$ cat config.mk
export PLATFORM = sky130hd
export DESIGN_NAME = phys_reg_allocator
export DESIGN_NICKNAME = d
export VERILOG_FILES = /design/src/rtl/phys_reg_allocator_pkg.sv /design/src/rtl/phys_reg_allocator_ckpt_ring.sv /design/src/rtl/phys_reg_allocator.sv
export SDC_FILE = /design/constraint.sdc
export NUM_CORES = 1
export LEC_CHECK = 0
export CORE_ASPECT_RATIO = 2
export CORE_MARGIN = 4
export CORE_UTILIZATION = 59
export DETAILED_ROUTE_END_ITERATION = 10
export PLACE_DENSITY_LB_ADDON = 0.05
export SYNTH_ARGS = -nofsm -noshare
export SYNTH_HDL_FRONTEND = slang
export SYNTH_SLANG_ARGS = --single-unit
$ cat constraint.sdc
create_clock -name clk -period 4.9 [get_ports clk]
set_input_delay 0.98 -clock clk [delete_from_list [all_inputs] [get_ports clk]]
set_output_delay 0.98 -clock clk [all_outputs]
set_load 0.005 [all_outputs]
$ cat src/rtl/phys_reg_allocator_pkg.sv
// Shared types and sizing for the physical register allocator.
package phys_reg_allocator_pkg;

   localparam int unsigned NUM_PHYS_REGS = 64;
   localparam int unsigned NUM_ARCH_REGS = 32;
   localparam int unsigned NUM_CKPTS     = 4;

   // Free FIFO holds every preg not mapped at reset.
   localparam int unsigned FREE_DEPTH = NUM_PHYS_REGS - NUM_ARCH_REGS;

   localparam int unsigned PREG_W     = $clog2(NUM_PHYS_REGS);
   localparam int unsigned CKPT_W     = $clog2(NUM_CKPTS);
   localparam int unsigned FIFO_IDX_W = $clog2(FREE_DEPTH);

   typedef logic [PREG_W-1:0]   PhysReg;
   typedef logic [CKPT_W-1:0]   CkptId;
   // Free FIFO pointer: index plus wrap bit, so tail-head is the occupancy.
   typedef logic [FIFO_IDX_W:0] FreePtr;
   // Checkpoint occupancy: 0..NUM_CKPTS inclusive.
   typedef logic [CKPT_W:0]     CkptCnt;

endpackage

$ cat src/rtl/phys_reg_allocator_ckpt_ring.sv
// Branch checkpoint ring: stores free-FIFO head snapshots and truncates on recovery.
module phys_reg_allocator_ckpt_ring
   import phys_reg_allocator_pkg::*;
(
   input  logic   clk,
   input  logic   rst_n,
   input  logic   ckpt_req,
   input  logic   ckpt_retire,
   input  logic   recover_valid,
   input  CkptId  recover_id,
   input  FreePtr snap_head,
   output logic   ckpt_ack,
   output CkptId  ckpt_id,
   output logic   ckpt_full,
   output FreePtr recover_head
);

   CkptId  head_q, head_d;
   CkptId  tail_q, tail_d;
   CkptCnt count_q, count_d;
   FreePtr snap_q [NUM_CKPTS];
   logic   retire_eff;
   CkptId  live_off;

   assign ckpt_full    = (count_q == CkptCnt'(NUM_CKPTS));
   assign ckpt_ack     = rst_n && ckpt_req && !ckpt_full && !recover_valid;
   assign ckpt_id      = tail_q;
   assign recover_head = snap_q[recover_id];
   // A retire on an empty ring is dropped rather than underflowing the count.
   assign retire_eff   = ckpt_retire && (count_q != '0);
   assign live_off     = recover_id - head_q;

   // Next-state for ring pointers; recovery discards the recovering slot and all younger.
   always_comb begin
      head_d  = head_q;
      tail_d  = tail_q;
      count_d = count_q;
      if (retire_eff) begin
         head_d = head_q + 1'b1;
      end
      if (recover_valid) begin
         tail_d  = recover_id;
         count_d = {1'b0, CkptId'(recover_id - head_d)};
      end else begin
         if (ckpt_ack) begin
            tail_d = tail_q + 1'b1;
         end
         count_d = count_q + CkptCnt'(ckpt_ack) - CkptCnt'(retire_eff);
      end
   end

   // Ring state and snapshot storage, synchronous reset.
   always_ff @(posedge clk) begin
      if (!rst_n) begin
         head_q  <= '0;
         tail_q  <= '0;
         count_q <= '0;
         for (int i = 0; i < int'(NUM_CKPTS); i++) begin
            snap_q[i] <= '0;
         end
      end else begin
         head_q  <= head_d;
         tail_q  <= tail_d;
         count_q <= count_d;
         if (ckpt_ack) begin
            snap_q[tail_q] <= snap_head;
         end
      end
   end

   a_retire_nonempty : assert property (@(posedge clk) disable iff (!rst_n)
      ckpt_retire |-> (count_q != '0));
   a_recover_live : assert property (@(posedge clk) disable iff (!rst_n)
      recover_valid |-> (CkptCnt'(live_off) < count_q));
   a_recover_not_retiring : assert property (@(posedge clk) disable iff (!rst_n)
      (recover_valid && ckpt_retire) |-> (recover_id != head_q));

endmodule

$ cat src/rtl/phys_reg_allocator.sv
// Physical register pool: free FIFO, per-preg ready bits, checkpointed head recovery.
module phys_reg_allocator
   import phys_reg_allocator_pkg::*;
(
   input  logic                     clk,
   input  logic                     rst_n,
   input  logic                     alloc_req,
   output logic                     alloc_grant,
   output PhysReg                   alloc_preg,
   input  logic                     release_valid,
   input  PhysReg                   release_preg,
   input  logic                     wb_valid,
   input  PhysReg                   wb_preg,
   output logic [NUM_PHYS_REGS-1:0] preg_ready,
   output FreePtr                   free_count,
   input  logic                     ckpt_req,
   output logic                     ckpt_ack,
   output CkptId                    ckpt_id,
   output logic                     ckpt_full,
   input  logic                     ckpt_retire,
   input  logic                     recover_valid,
   input  CkptId                    recover_id,
   output logic                     stall
);

   PhysReg                   fifo_q [FREE_DEPTH];
   FreePtr                   head_q, head_d;
   FreePtr                   tail_q, tail_d;
   FreePtr                   head_post_grant;
   FreePtr                   recover_head;
   logic [NUM_PHYS_REGS-1:0] ready_q, ready_d;
   logic                     release_ok;

   assign free_count      = tail_q - head_q;
   assign alloc_grant     = rst_n && alloc_req && (free_count != '0) && !recover_valid;
   assign alloc_preg      = fifo_q[head_q[FIFO_IDX_W-1:0]];
   // A release into a full FIFO would overwrite a live entry; it is dropped.
   assign release_ok      = release_valid && (free_count != FreePtr'(FREE_DEPTH));
   // Checkpoints capture the head after this cycle's grant.
   assign head_post_grant = head_q + FreePtr'(alloc_grant);
   assign preg_ready      = ready_q;
   assign stall           = rst_n && ((alloc_req && !alloc_grant) || (ckpt_req && !ckpt_ack));

   phys_reg_allocator_ckpt_ring u_ckpt_ring (
      .clk           (clk),
      .rst_n         (rst_n),
      .ckpt_req      (ckpt_req),
      .ckpt_retire   (ckpt_retire),
      .recover_valid (recover_valid),
      .recover_id    (recover_id),
      .snap_head     (head_post_grant),
      .ckpt_ack      (ckpt_ack),
      .ckpt_id       (ckpt_id),
      .ckpt_full     (ckpt_full),
      .recover_head  (recover_head)
   );

   // Pointer and ready-vector next state; grant clears ready after wb sets it.
   always_comb begin
      head_d  = recover_valid ? recover_head : head_post_grant;
      tail_d  = tail_q + FreePtr'(release_ok);
      ready_d = ready_q;
      if (wb_valid) begin
         ready_d[wb_preg] = 1'b1;
      end
      if (alloc_grant) begin
         ready_d[alloc_preg] = 1'b0;
      end
   end

   // Free FIFO storage, pointers and ready bits, synchronous reset.
   always_ff @(posedge clk) begin
      if (!rst_n) begin
         head_q  <= '0;
         tail_q  <= FreePtr'(FREE_DEPTH);
         ready_q <= '1;
         for (int i = 0; i < int'(FREE_DEPTH); i++) begin
            fifo_q[i] <= PhysReg'(int'(NUM_ARCH_REGS) + i);
         end
      end else begin
         head_q  <= head_d;
         tail_q  <= tail_d;
         ready_q <= ready_d;
         if (release_ok) begin
            fifo_q[tail_q[FIFO_IDX_W-1:0]] <= release_preg;
         end
      end
   end

   a_release_not_full : assert property (@(posedge clk) disable iff (!rst_n)
      release_valid |-> (free_count != FreePtr'(FREE_DEPTH)));
   a_count_bound : assert property (@(posedge clk) disable iff (!rst_n)
      free_count <= FreePtr'(FREE_DEPTH));

endmodule

==> qor_table.md, run 1 <==
| Quantity | Value | Unit |
|---|---|---|
| Outcome | complete, no violations | - |
| Instance area at placement | 15500 | um2 |
| Worst slack, placed | 832 | ps |
| Unrepaired setup endpoints after global routing | false | - |
| Sequential share of the synthesized area | 0.583 | - |
| Distinct cell type count of the synthesized netlist | 69 | - |
| Primary flip-flop cell chosen by synthesis mapping | edfxtp_1 | - |
| Endpoints failing setup | 0 | - |
| Latest clock arrival within the worst-skew pair | 540 | ps |
| Number of DRC markers after the initial detailed-route iteration | 1237 | - |
| Min cycle time layout | 4610 | ps |
| CTS clock-pin slew for the worst setup and hold paths | 70 | ps |
| Area of all sequential standard cells | 8150 | um2 |
| Level count of the clock H-tree | 1 | - |
| Via density per instance | 6.36 | - |
| Routed wirelength normalized by instance count | 24.4 | um |
| Transition time at the pin with the least slew margin | 1060 | ps |
| Overall fraction of global-route tracks in use | 0.306 | - |
| Number of flops mapped to enable cells by yosys | 216 | - |
| Antenna diode instance count | 0 | - |
| Register bit total from synthesis | 299 | - |
| Share of post-route cells with drive strength above 1 | 0.138 | - |
| Top-level I/O count | 104 | - |
| Clock Sink Count | 299 | - |
| Crit path buffers/inverters | 3 | - |
| Synthesis-to-finish area growth | 17.1 | % |
| Count of instances resized after the clock tree is built | 0 | - |
| CTS tree | yes | - |
| Final core utilization | 0.702 | - |
| Filler instances | 1798 | - |
| Arrival time at the worst endpoint | 3630 | ps |
| FFs w/ async S/R, synth | 0 | - |
| # nets final | 1368 | - |
| Summed instance area of the synthesized netlist | 14000 | um2 |
| First-pass GRT wire length | 60000 | um |
| Placeable core area | 23300 | um2 |
| Worst setup SP type | flop | - |
| Count of yosys warnings during synthesis | 0 | - |
| Static power due to leakage | 5.23 | nW |
| Reg2Reg Setup Slack | 920 | ps |
| Final Max Slew Viols | 0 | - |
| Post-route non-filler standard cell count | 1635 | - |
| Number of endpoints with negative hold slack in the final report | 0 | - |
| Number of nets still failing antenna checks after routing | 0 | - |
| Max Clk Rate | 217 | MHz |
| Root buf cell | clkbuf_16 | - |
| Initial cell density of the core | 0.599 | - |
| Post-CTS Hold Fix Bufs | 0 | - |
| Die span in y | 226 | um |
| Required time reported for the critical path endpoint | 3920 | ps |
| Placed Cells | 1587 | - |
| Count of standard-cell rows | 79 | - |
| Sum of negative setup slack | 0 | ps |
| TritonRoute pass-1 iters | 5 | - |
| Slowest library cell on the worst path | dfxtp_2 | - |
| Crit-path leading delay family | buffers and inverters | - |
| Final critical-path share of the clock period | 0.941 | - |
| Initial antenna violation count | 0 | - |
| Number of vias after detailed routing | 10391 | - |
| Largest incremental delay on the critical path | 760 | ps |
| Pin count of the biggest net entering global routing | 85 | - |
| Avg Synthesized Cell Area | 11.3 | um2 |
| Rel. slew slack | 0.294 | - |
| Number of remaining DRC errors | 0 | - |
| Post-synthesis cell count | 1232 | - |
| Design Area, Final | 16400 | um2 |
| Type of the worst setup path | flop to primary output | - |
| Maximum number of buffers from clock root to sink | 3 | - |
| Min setup slack post-route | 290 | ps |
| Number of buffers created by CTS | 26 | - |
| Peak fanout along the critical path | 28 | - |
| Routability Congestion | 0.935 | - |
| Clock Skew | 7.85 | ps |
| X dimension of the die | 117 | um |
| Maximum Capacitance Violations | 0 | - |
| Final wirelength | 39900 | um |
| Area of the die | 26400 | um2 |
| I/O Buffers | 103 | - |
| Number of global-route vias before repair | 10427 | - |
| Class of the tightest hold or removal check | flop to flop | - |
| Area occupied by multi-input gates | 5330 | um2 |
| Total grt overflow | 0 | - |
| Postcts setup bufs | 0 | - |
| Pwr dens | 359 | nW/um2 |
| Critical path capture point type | primary output | - |
| Net Count, Synth | 1268 | - |
| Cells traversed along the worst timing path | buf_4, mux4_2, a32oi_1, nand3_1, nand2_2, inv_2, clkdlybuf4s50_1 | - |
| Estimated wirelength of the detail-placed design | 28800 | um |
| Peak VDD IR | 354 | uV |
-- Yosys cell counts, types with 5 or more instances --
cell      count  area (um2)
mux2i_1      36         360
o221ai_1     10        87.6
buf_1         6        22.5
buf_2         9        45.0
nor2b_1       6        37.5
edfxtp_1    216        6490
and2_1       10        62.6
nand3b_1      9        67.6
nor2_1      185         694
nor3_1       64         320
clkbuf_1     67         251
or3b_2        5        43.8
a211oi_1     18         135
mux4_2       38         856
o21ai_0      35         175
nand3_1      16        80.1
dfxtp_1      83        1660
a21oi_1      41         205
buf_4         6        45.0
xor2_1       10        87.6
ha_1         12         150
nand2b_1      7        43.8
or3_1        34         213
a31oi_1      33         206
nand2_1     138         518
nor4_1        6        37.5
inv_1        25        93.8
nor4_2        6        75.1
xnor2_1       9        78.8
and3_1       22         138
-- worst min-delay path: stages (launching register included) --
cell and delay (ps):
dfxtp_1 330, nor3_1 50, a21oi_1 90
-- final timing paths --
check | depth (start not counted) | startpoint | end
max | 7 | head_q[0]$_SDFF_PN0_ | alloc_preg[0]
min | 2 | preg_ready[15]$_SDFF_PN1_ | preg_ready[15]$_SDFF_PN1_
max reg2reg | 10 | head_q[0]$_SDFF_PN0_ | fifo_q[7][5]$_SDFFCE_PN1P_
min reg2reg | 2 | preg_ready[15]$_SDFF_PN1_ | preg_ready[15]$_SDFF_PN1_
-- registers in the layout, summed over array words and instances (netlist names) --
| name | cells |
|---|---|
| u_ckpt_ring.count_q | 3 |
| u_ckpt_ring.head_q | 2 |
| u_ckpt_ring.snap_q | 24 |
| head_q | 6 |
| tail_q | 6 |
| preg_ready | 64 |
| u_ckpt_ring.ckpt_id | 2 |
| fifo_q | 192 |
-- metrics by stage --
stage,hold WS [ps],power (mW)
final,506,5.87
after CTS,510,5.88
after global placement,486,3.68
after floorplan,487,3.38
after detailed placement,495,3.69
after global routing,541,6.05
-- power by group --
part / leakage [nW] / switching [mW] / total (mW) / internal (mW)
registers: 2.51 / 0.0482 / 2.82 / 2.77
clock network: 0.450 / 0.910 / 2.23 / 1.32
logic: 2.27 / 0.516 / 0.830 / 0.313
-- cells in the final DEF (no fill, tap or decap), types with 12 or more instances in the layout --
| master | synthesis | layout |
|---|---|---|
| a211oi_1 | 18 | 18 |
| a21oi_1 | 41 | 41 |
| a31oi_1 | 33 | 33 |
| and3_1 | 22 | 22 |
| buf_4 | 6 | 59 |
| clkbuf_16 | 0 | 27 |
| clkdlybuf4s50_1 | 0 | 103 |
| dfxtp_1 | 83 | 80 |
| edfxtp_1 | 216 | 216 |
| ha_1 | 12 | 12 |
| inv_1 | 25 | 24 |
| mux2i_1 | 36 | 36 |
| mux4_2 | 38 | 38 |
| nand2_1 | 138 | 138 |
| nand3_1 | 16 | 16 |
| nor2_1 | 185 | 185 |
| nor3_1 | 64 | 60 |
| o21ai_0 | 35 | 35 |
| or3_1 | 34 | 34 |
-- logic make-up (layout without fill, tap and decap cells) --
| group | Yosys count | after routing | synth area share |
|---|---|---|---|
| AND/OR/NAND/NOR | 536 | 536 | 0.187 |
| flip-flops | 299 | 299 | 0.583 |
| AO/OA/AOI/OAI | 166 | 166 | 0.0792 |
| buffers and inverters | 123 | 243 | 0.0376 |
| multiplexers | 75 | 75 | 0.0878 |
| XOR/XNOR | 19 | 19 | 0.0119 |
| adder cells (fa/ha/maj) | 14 | 14 | 0.0136 |
-- final cells by class --
| class | count | share of cell area |
|---|---|---|
| well taps | 283 | 0.0216 |
| inverters | 32 | 0.00779 |
| flip-flops and latches | 299 | 0.498 |
| clock inverters | 18 | 0.0142 |
| clock buffers | 30 | 0.0419 |
| repair buffers | 163 | 0.0912 |
| multi-input cells | 810 | 0.325 |
-- per-layer routing --
| metal | part of all wire | global-route usage | up-vias |
|---|---|---|---|
| met2 | 0.53 | 0.548 | 515 |
| li1 | - | - | 4693 |
| met1 | 0.34 | 0.338 | 5049 |
| met3 | 0.057 | 0.0292 | 134 |
| met5 | 0 | 0 | - |
| met4 | 0.074 | 0.190 | 0 |
(Power assumes the default switching activity.)
==> run 2, diff against run 1 <==
- CTS_CLUSTER_DIAMETER: unset -> 60
==> results of run 2 <==
No change in the layout: final DEF, timing and power equal those of run 1.
==> run 3, diff against run 2 <==
- SKIP_LAST_GASP: unset -> 1
==> results of run 3 <==
No change in the layout: final DEF, timing and power equal those of run 1.
